==> config.mk <==
export PLATFORM = sky130hd
export DESIGN_NAME = btn_event_ctrl_flat
export DESIGN_NICKNAME = d
export VERILOG_FILES = /design/src/rtl/btn_pkg.sv /design/src/rtl/btn_event_ctrl_if.sv /design/src/rtl/btn_db_ch.sv /design/src/rtl/btn_event_ctrl.sv /design/src/flat_wrapper.sv
export SDC_FILE = /design/constraint.sdc
export NUM_CORES = 1
export LEC_CHECK = 0
export ABC_AREA = 1
export CORE_MARGIN = 4
export CORE_UTILIZATION = 55
export CTS_CLUSTER_SIZE = 20
export DETAILED_ROUTE_END_ITERATION = 16
export PLACE_DENSITY = 0.74
export RECOVER_POWER = 25
export SKIP_LAST_GASP = 1
export SLEW_MARGIN = 40
export SYNTH_ARGS = -nofsm -noshare
export SYNTH_HDL_FRONTEND = slang
export SYNTH_SLANG_ARGS = --single-unit
==> constraint.sdc <==
create_clock -name clk -period 4.96 [get_ports clk]
set_clock_uncertainty 0.2 [all_clocks]
set_input_delay 0.992 -clock clk [delete_from_list [all_inputs] [get_ports clk]]
set_output_delay 0.992 -clock clk [all_outputs]
set_load 0.005 [all_outputs]
==> src/rtl/btn_pkg.sv <==
// btn_pkg: shared types, widths and helpers for btn_event_ctrl
package btn_pkg;
  localparam int CW = 4;
  typedef enum logic [1:0] {LOW, WAIT_HI, HIGH, WAIT_LO} st_e;
  typedef enum logic [1:0] {PRESS = 2'b00, RELEASE = 2'b01, LONG = 2'b10} ev_type_e;
  function automatic int wrap(input int a, input int n);
    return a >= n ? a - n : a;
  endfunction
endpackage

==> src/rtl/btn_event_ctrl_if.sv <==
// btn_event_ctrl_if: event handshake bundle between btn_event_ctrl and its consumer
interface btn_event_ctrl_if #(parameter int N_SW = 4);
  import btn_pkg::*;
  localparam int IW = $clog2(N_SW);
  logic ev_valid;
  logic ev_ready;
  logic ev_drop;
  logic [IW-1:0] ev_id;
  ev_type_e ev_type;
  modport master(output ev_valid, ev_id, ev_type, ev_drop, input ev_ready);
  modport slave(input ev_valid, ev_id, ev_type, ev_drop, output ev_ready);
endinterface

==> src/rtl/btn_db_ch.sv <==
// btn_db_ch: one switch channel -- 2-flop synchronizer, tick-based debounce FSM and
// (with BTN_LONG_PRESS_EN defined) a saturating long-press counter
module btn_db_ch import btn_pkg::*; #(
`ifdef BTN_LONG_PRESS_EN
  parameter int LONG_TICKS = 200,
`endif
  parameter int DB_TICKS = 10
) (
  input logic clk,
  input logic rst,
  input logic sw,
  input logic tick,
  output logic db,
  output logic evt,
  output ev_type_e etype
);
  logic s1, s2, done;
  st_e st, st_n;
  logic [CW-1:0] cnt, cnt_n;
  always_ff @(posedge clk) begin
    if (rst) begin
      s1 <= 1'b0;
      s2 <= 1'b0;
      st <= LOW;
      cnt <= '0;
    end else begin
      s1 <= sw;
      s2 <= s1;
      st <= st_n;
      cnt <= cnt_n;
    end
  end
  assign done = tick && cnt == CW'(DB_TICKS - 1);
  assign db = st == HIGH || st == WAIT_LO;
`ifdef BTN_LONG_PRESS_EN
  logic [7:0] lc;
  logic lfire;
  assign lfire = st == HIGH && s2 && tick && lc == 8'(LONG_TICKS - 1);
  always_ff @(posedge clk) begin
    if (rst || st_n != HIGH) lc <= '0;
    else if (st == HIGH && tick && lc != 8'(LONG_TICKS)) lc <= lc + 8'd1;
  end
`endif
  always_comb begin
    st_n = st;
    cnt_n = cnt;
    evt = 1'b0;
    etype = PRESS;
    unique case (st)
      LOW: if (s2) begin
        st_n = WAIT_HI;
        cnt_n = '0;
      end
      WAIT_HI: if (!s2) st_n = LOW;
        else if (done) begin
          st_n = HIGH;
          evt = 1'b1;
        end else if (tick) cnt_n = cnt + CW'(1);
      HIGH: if (!s2) begin
        st_n = WAIT_LO;
        cnt_n = '0;
      end
      WAIT_LO: if (s2) st_n = HIGH;
        else if (done) begin
          st_n = LOW;
          evt = 1'b1;
          etype = RELEASE;
        end else if (tick) cnt_n = cnt + CW'(1);
    endcase
`ifdef BTN_LONG_PRESS_EN
    if (lfire) begin
      evt = 1'b1;
      etype = LONG;
    end
`endif
  end
endmodule

==> src/rtl/btn_event_ctrl.sv <==
// btn_event_ctrl: N_SW debounced switches with per-channel event slots, round-robin
// arbitration and a valid/ready event port; BTN_LONG_PRESS_EN adds long-press events
module btn_event_ctrl import btn_pkg::*; #(
  parameter int N_SW = 4,
  parameter int TICK_DIV = 50000,
  parameter int DB_TICKS = 10,
  parameter int LONG_TICKS = 200
) (
  input logic clk,
  input logic rst,
  input logic [N_SW-1:0] sw,
  output logic [N_SW-1:0] db,
  btn_event_ctrl_if.master ev
);
  localparam int IW = $clog2(N_SW);
  localparam int PW = TICK_DIV > 1 ? $clog2(TICK_DIV) : 1;
  if (DB_TICKS < 1 || DB_TICKS > 15 || LONG_TICKS < 1 || LONG_TICKS > 255) begin : g_bad_cfg
    $error("btn_event_ctrl: DB_TICKS or LONG_TICKS out of range");
  end
  logic [PW-1:0] pcnt;
  logic tick, gv, gnt;
  logic [N_SW-1:0] evt, pend, clr, drop;
  ev_type_e et [N_SW];
  ev_type_e pty [N_SW];
  logic [IW-1:0] rr, gi;
  assign tick = pcnt == PW'(TICK_DIV - 1);
  always_ff @(posedge clk) pcnt <= (rst || tick) ? '0 : pcnt + PW'(1);
  for (genvar i = 0; i < N_SW; i++) begin : g_ch
    btn_db_ch #(
`ifdef BTN_LONG_PRESS_EN
      .LONG_TICKS(LONG_TICKS),
`endif
      .DB_TICKS(DB_TICKS)
    ) u_ch (
      .clk(clk),
      .rst(rst),
      .sw(sw[i]),
      .tick(tick),
      .db(db[i]),
      .evt(evt[i]),
      .etype(et[i])
    );
  end
  // Scan downwards so the channel closest after rr wins the last assignment.
  always_comb begin
    gv = 1'b0;
    gi = rr;
    for (int k = N_SW - 1; k >= 0; k--)
      if (pend[IW'(wrap(int'(rr) + k, N_SW))]) begin
        gv = 1'b1;
        gi = IW'(wrap(int'(rr) + k, N_SW));
      end
  end
  assign gnt = gv && !ev.ev_valid;
  always_comb begin
    clr = '0;
    clr[gi] = gnt;
  end
  // A slot freed by this cycle's grant can take a new event without a drop.
  assign drop = evt & pend & ~clr;
  always_ff @(posedge clk) begin
    if (rst) begin
      pend <= '0;
      rr <= '0;
      ev.ev_valid <= 1'b0;
      ev.ev_id <= '0;
      ev.ev_type <= PRESS;
      ev.ev_drop <= 1'b0;
      for (int i = 0; i < N_SW; i++) pty[i] <= PRESS;
    end else begin
      pend <= evt | (pend & ~clr);
      ev.ev_drop <= |drop;
      for (int i = 0; i < N_SW; i++) if (evt[i] && !drop[i]) pty[i] <= et[i];
      if (ev.ev_valid && ev.ev_ready) ev.ev_valid <= 1'b0;
      else if (gnt) begin
        ev.ev_valid <= 1'b1;
        ev.ev_id <= gi;
        ev.ev_type <= pty[gi];
        rr <= gi == IW'(N_SW - 1) ? '0 : gi + IW'(1);
      end
    end
  end
endmodule

==> src/flat_wrapper.sv <==
// flat-port wrapper written by rule: the top's interface ports become plain ports
module btn_event_ctrl_flat import btn_pkg::*;
#(
  parameter int N_SW = 4,
  parameter int TICK_DIV = 50000,
  parameter int DB_TICKS = 10,
  parameter int LONG_TICKS = 200
)
  (clk, rst, sw, db, ev_ev_valid, ev_ev_id, ev_ev_type, ev_ev_drop, ev_ev_ready);
  btn_event_ctrl_if #(.N_SW(N_SW)) ev_i ();
  input logic clk;
  input logic rst;
  input logic [N_SW-1:0] sw;
  output logic [N_SW-1:0] db;
  output wire logic [$bits(ev_i.ev_valid)-1:0] ev_ev_valid;
  output wire logic [$bits(ev_i.ev_id)-1:0] ev_ev_id;
  output wire logic [$bits(ev_i.ev_type)-1:0] ev_ev_type;
  output wire logic [$bits(ev_i.ev_drop)-1:0] ev_ev_drop;
  input wire logic [$bits(ev_i.ev_ready)-1:0] ev_ev_ready;
  assign ev_ev_valid = ev_i.ev_valid;
  assign ev_ev_id = ev_i.ev_id;
  assign ev_ev_type = ev_i.ev_type;
  assign ev_ev_drop = ev_i.ev_drop;
  assign ev_i.ev_ready = ev_ev_ready;
  btn_event_ctrl #(.N_SW(N_SW), .TICK_DIV(TICK_DIV), .DB_TICKS(DB_TICKS), .LONG_TICKS(LONG_TICKS)) u_core (.clk(clk), .rst(rst), .sw(sw), .db(db), .ev(ev_i));
endmodule
==> reports/metrics.csv <==
metric,value,unit
status,finished clean,
clk sinks,63,
WL met1,2608,um
Starting Density,0.5661,
worst setup path startpoint,rst,
pwr/cell area,337.7,mW/mm^2
Post-CTS Hold Buffers,0,
fin. max-slew vios,0,
"commonest non-fill, non-tap cell in the layout",nand2_1,
final non-filler cell total,542,
kind of critical path,in -> reg,
Avg WL per Cell,10.67,um
maximum vdd drop,0.0003122,V
largest net degree at the start of global routing,28,
"crit path setup slack, layout",1.827,ns
grt total ovfl,0,
Detailed Place HPWL,4295,um
drt drc,0,
vias in the first global route,2571,
global-route usage over all layers,0.1790,
R2R cell count,15,
Antenna Cells,0,
final antenna-violating net count,0,
DRT iter0 DRCs,74,
post-synthesis net count,473,
reg2reg start,u_core.rr[0],
unrepaired setup endpoints after global routing,false,
Synth Area per Inst,7.399,um^2
Crit path required time,5.02,ns
Initial DRT Pass Iterations,4,
CP startpoint kind,input port,
crit path capture type,flop,
Routed WL,5781,um
r2r endpoint,u_core.pty[0],
maximum clock path buffer count,2,
Worst-path clk slew,0.07,ns
Skew-Pair Late Insertion Delay,0.33,ns
Area Overhead vs Synth,8.660,%
clk root buf,clkbuf_8,
Tot Pwr,1.230,mW
first-pass GRT wire length,10740,um
Mapped Area,0.003352,mm^2
Util after Layout,0.6152,
Final Cell Area,0.003642,mm^2
Max H-tree Level,3,
Ports,17,
r2r setup slk,2.32,ns
Post CTS Setup Buffer Count,0,
CTS tree,yes,
fmax,0.3192,GHz
synthesis warning total,0,
Tcrit/Tclk final,0.6316,
Setup Slack @ Placement,1.585,ns
time the worst path needs with I/O delays and setup,3.133,ns
CP Max Fanout,27,
TNS Setup,0,ns
post-synth cell types,40,
Hold Path Class,reg -> reg,
final hold violations,0,
CTS Buf Count,9,
"commonest non-fill, non-tap cells in the layout","nand2_1, inv_1, dfxtp_1",
Worst-Margin Slew,0.6462,ns
number of gates resized after cts,0,
vias,2687,
fin nets,483,
full die area,0.007407,mm^2
Worst Hold Margin,0.2037,ns
initial antenna violation count,0,
met2 WL,2863,um
Die Width,86.07,um
"Arr. time, crit path",3.20,ns
leakage power,1.466,nW
#FFs+latches synth,63,
top layer in use,met4,
post-DR vias/cell,4.958,
final setup fails,0,
Core Region,0.005921,mm^2
placed cell count,527,
register area share after synthesis,0.3882,
Max-Cap Viols,0,
GPL Wtd Cong,0.8203,
dpl cell area,0.003505,mm^2
Post-Syn Instances,453,
Max-slew headroom,0.5687,
WL met3,185,um
cell row count,28,
Die H,86.07,um
fill count,541,
crit path to,u_core.pcnt[15],
input/output buffers,15,
layout cells sized above 1,0.1285,
## sequential cells by signal, indices dropped and copies added, names as in the netlist, named ones only
name / count
u_core.ev.ev_valid: 1
u_core.ev.ev_type: 1
u_core.pcnt: 16
u_core.g_ch.u_ch.s1: 4
u_core.pty: 4
u_core.ev.ev_id: 2
u_core.rr: 2
u_core.pend: 4
u_core.ev.ev_drop: 1
u_core.g_ch.u_ch.st: 4
u_core.g_ch.u_ch.s2: 4
u_core.g_ch.u_ch.cnt: 16
## Yosys cell counts (all sizes together)
| master | count | area (um^2) |
|---|---|---|
| dfxtp | 59 | 1181 |
| nand3 | 37 | 260.3 |
| o21bai | 1 | 7.510 |
| inv | 78 | 300.3 |
| nand2 | 97 | 401.6 |
| o21a | 1 | 7.510 |
| and3 | 1 | 6.260 |
| a21oi | 25 | 125.1 |
| nor2 | 62 | 272.8 |
| a211oi | 4 | 35.03 |
| nand4 | 8 | 50.05 |
| nor4 | 3 | 37.54 |
| conb | 1 | 3.750 |
| buf | 9 | 68.81 |
| xor2 | 3 | 26.28 |
| a31oi | 1 | 6.260 |
| clkbuf | 8 | 30.03 |
| nor3 | 11 | 65.06 |
| ha | 13 | 162.7 |
| nand3b | 1 | 7.510 |
| o21ai | 18 | 112.6 |
| edfxtp | 4 | 120.1 |
| nor3b | 2 | 15.01 |
| clkinv | 1 | 5.000 |
| xnor2 | 5 | 43.79 |
## metal layers
metal | GRT usage | vias to the layer above
met5 | 0 | -
met4 | 0.08489 | 0
met3 | 0.04611 | 10
met2 | 0.3034 | 26
met1 | 0.2099 | 1210
li1 | - | 1441
## power breakdown
part           switching [mW]  internal [mW]  total, mW
Clock                   0.184          0.254      0.437
Combinational           0.151         0.0819      0.233
Sequential             0.0242          0.536      0.560
Total                   0.358          0.871       1.23
## worst min path at each step
stage / cells after the start / slack (ns) / from / to
floorplan: 2 / 0.19 / u_core.g_ch[0].u_ch.s1 / u_core.g_ch[0].u_ch.s2
global placement: 2 / 0.19 / u_core.g_ch[1].u_ch.s1 / u_core.g_ch[1].u_ch.s2
detailed placement: 2 / 0.20 / u_core.g_ch[3].u_ch.s1 / u_core.g_ch[3].u_ch.s2
CTS: 2 / 0.20 / u_core.g_ch[3].u_ch.s1 / u_core.g_ch[3].u_ch.s2
global route: 2 / 0.21 / u_core.g_ch[0].u_ch.s1 / u_core.g_ch[0].u_ch.s2
finish: 2 / 0.20 / u_core.g_ch[3].u_ch.s1 / u_core.g_ch[3].u_ch.s2
## cell type report
class / instances / area (um^2) / share of cell area
sequential: 63 / 1301 / 0.3573
timing repair buffer: 16 / 157.7 / 0.04328
clock inverter: 4 / 45.04 / 0.01237
tap: 75 / 93.84 / 0.02576
multi-input combinational: 294 / 1592 / 0.4370
clock buffer: 11 / 151.4 / 0.04157
inverter: 79 / 301.5 / 0.08279
## cell families after synthesis
logic type / Yosys count / share of synthesized area
other: 1 / 0.001119
AO/OA/AOI/OAI: 50 / 0.08772
adder cells (fa/ha/maj): 13 / 0.04853
AND/OR/NAND/NOR: 222 / 0.3330
buffers and inverters: 96 / 0.1206
flip-flops: 63 / 0.3882
XOR/XNOR: 8 / 0.02090
## critical path, cell delays in order
cell           delay [ns]
dlygate4sd3_1        0.53
buf_4                0.23
inv_1                0.51
nand2_1              0.50
o21bai_1             0.30
a21oi_1              0.12
Note: power is estimated with default switching activity, not from simulation.
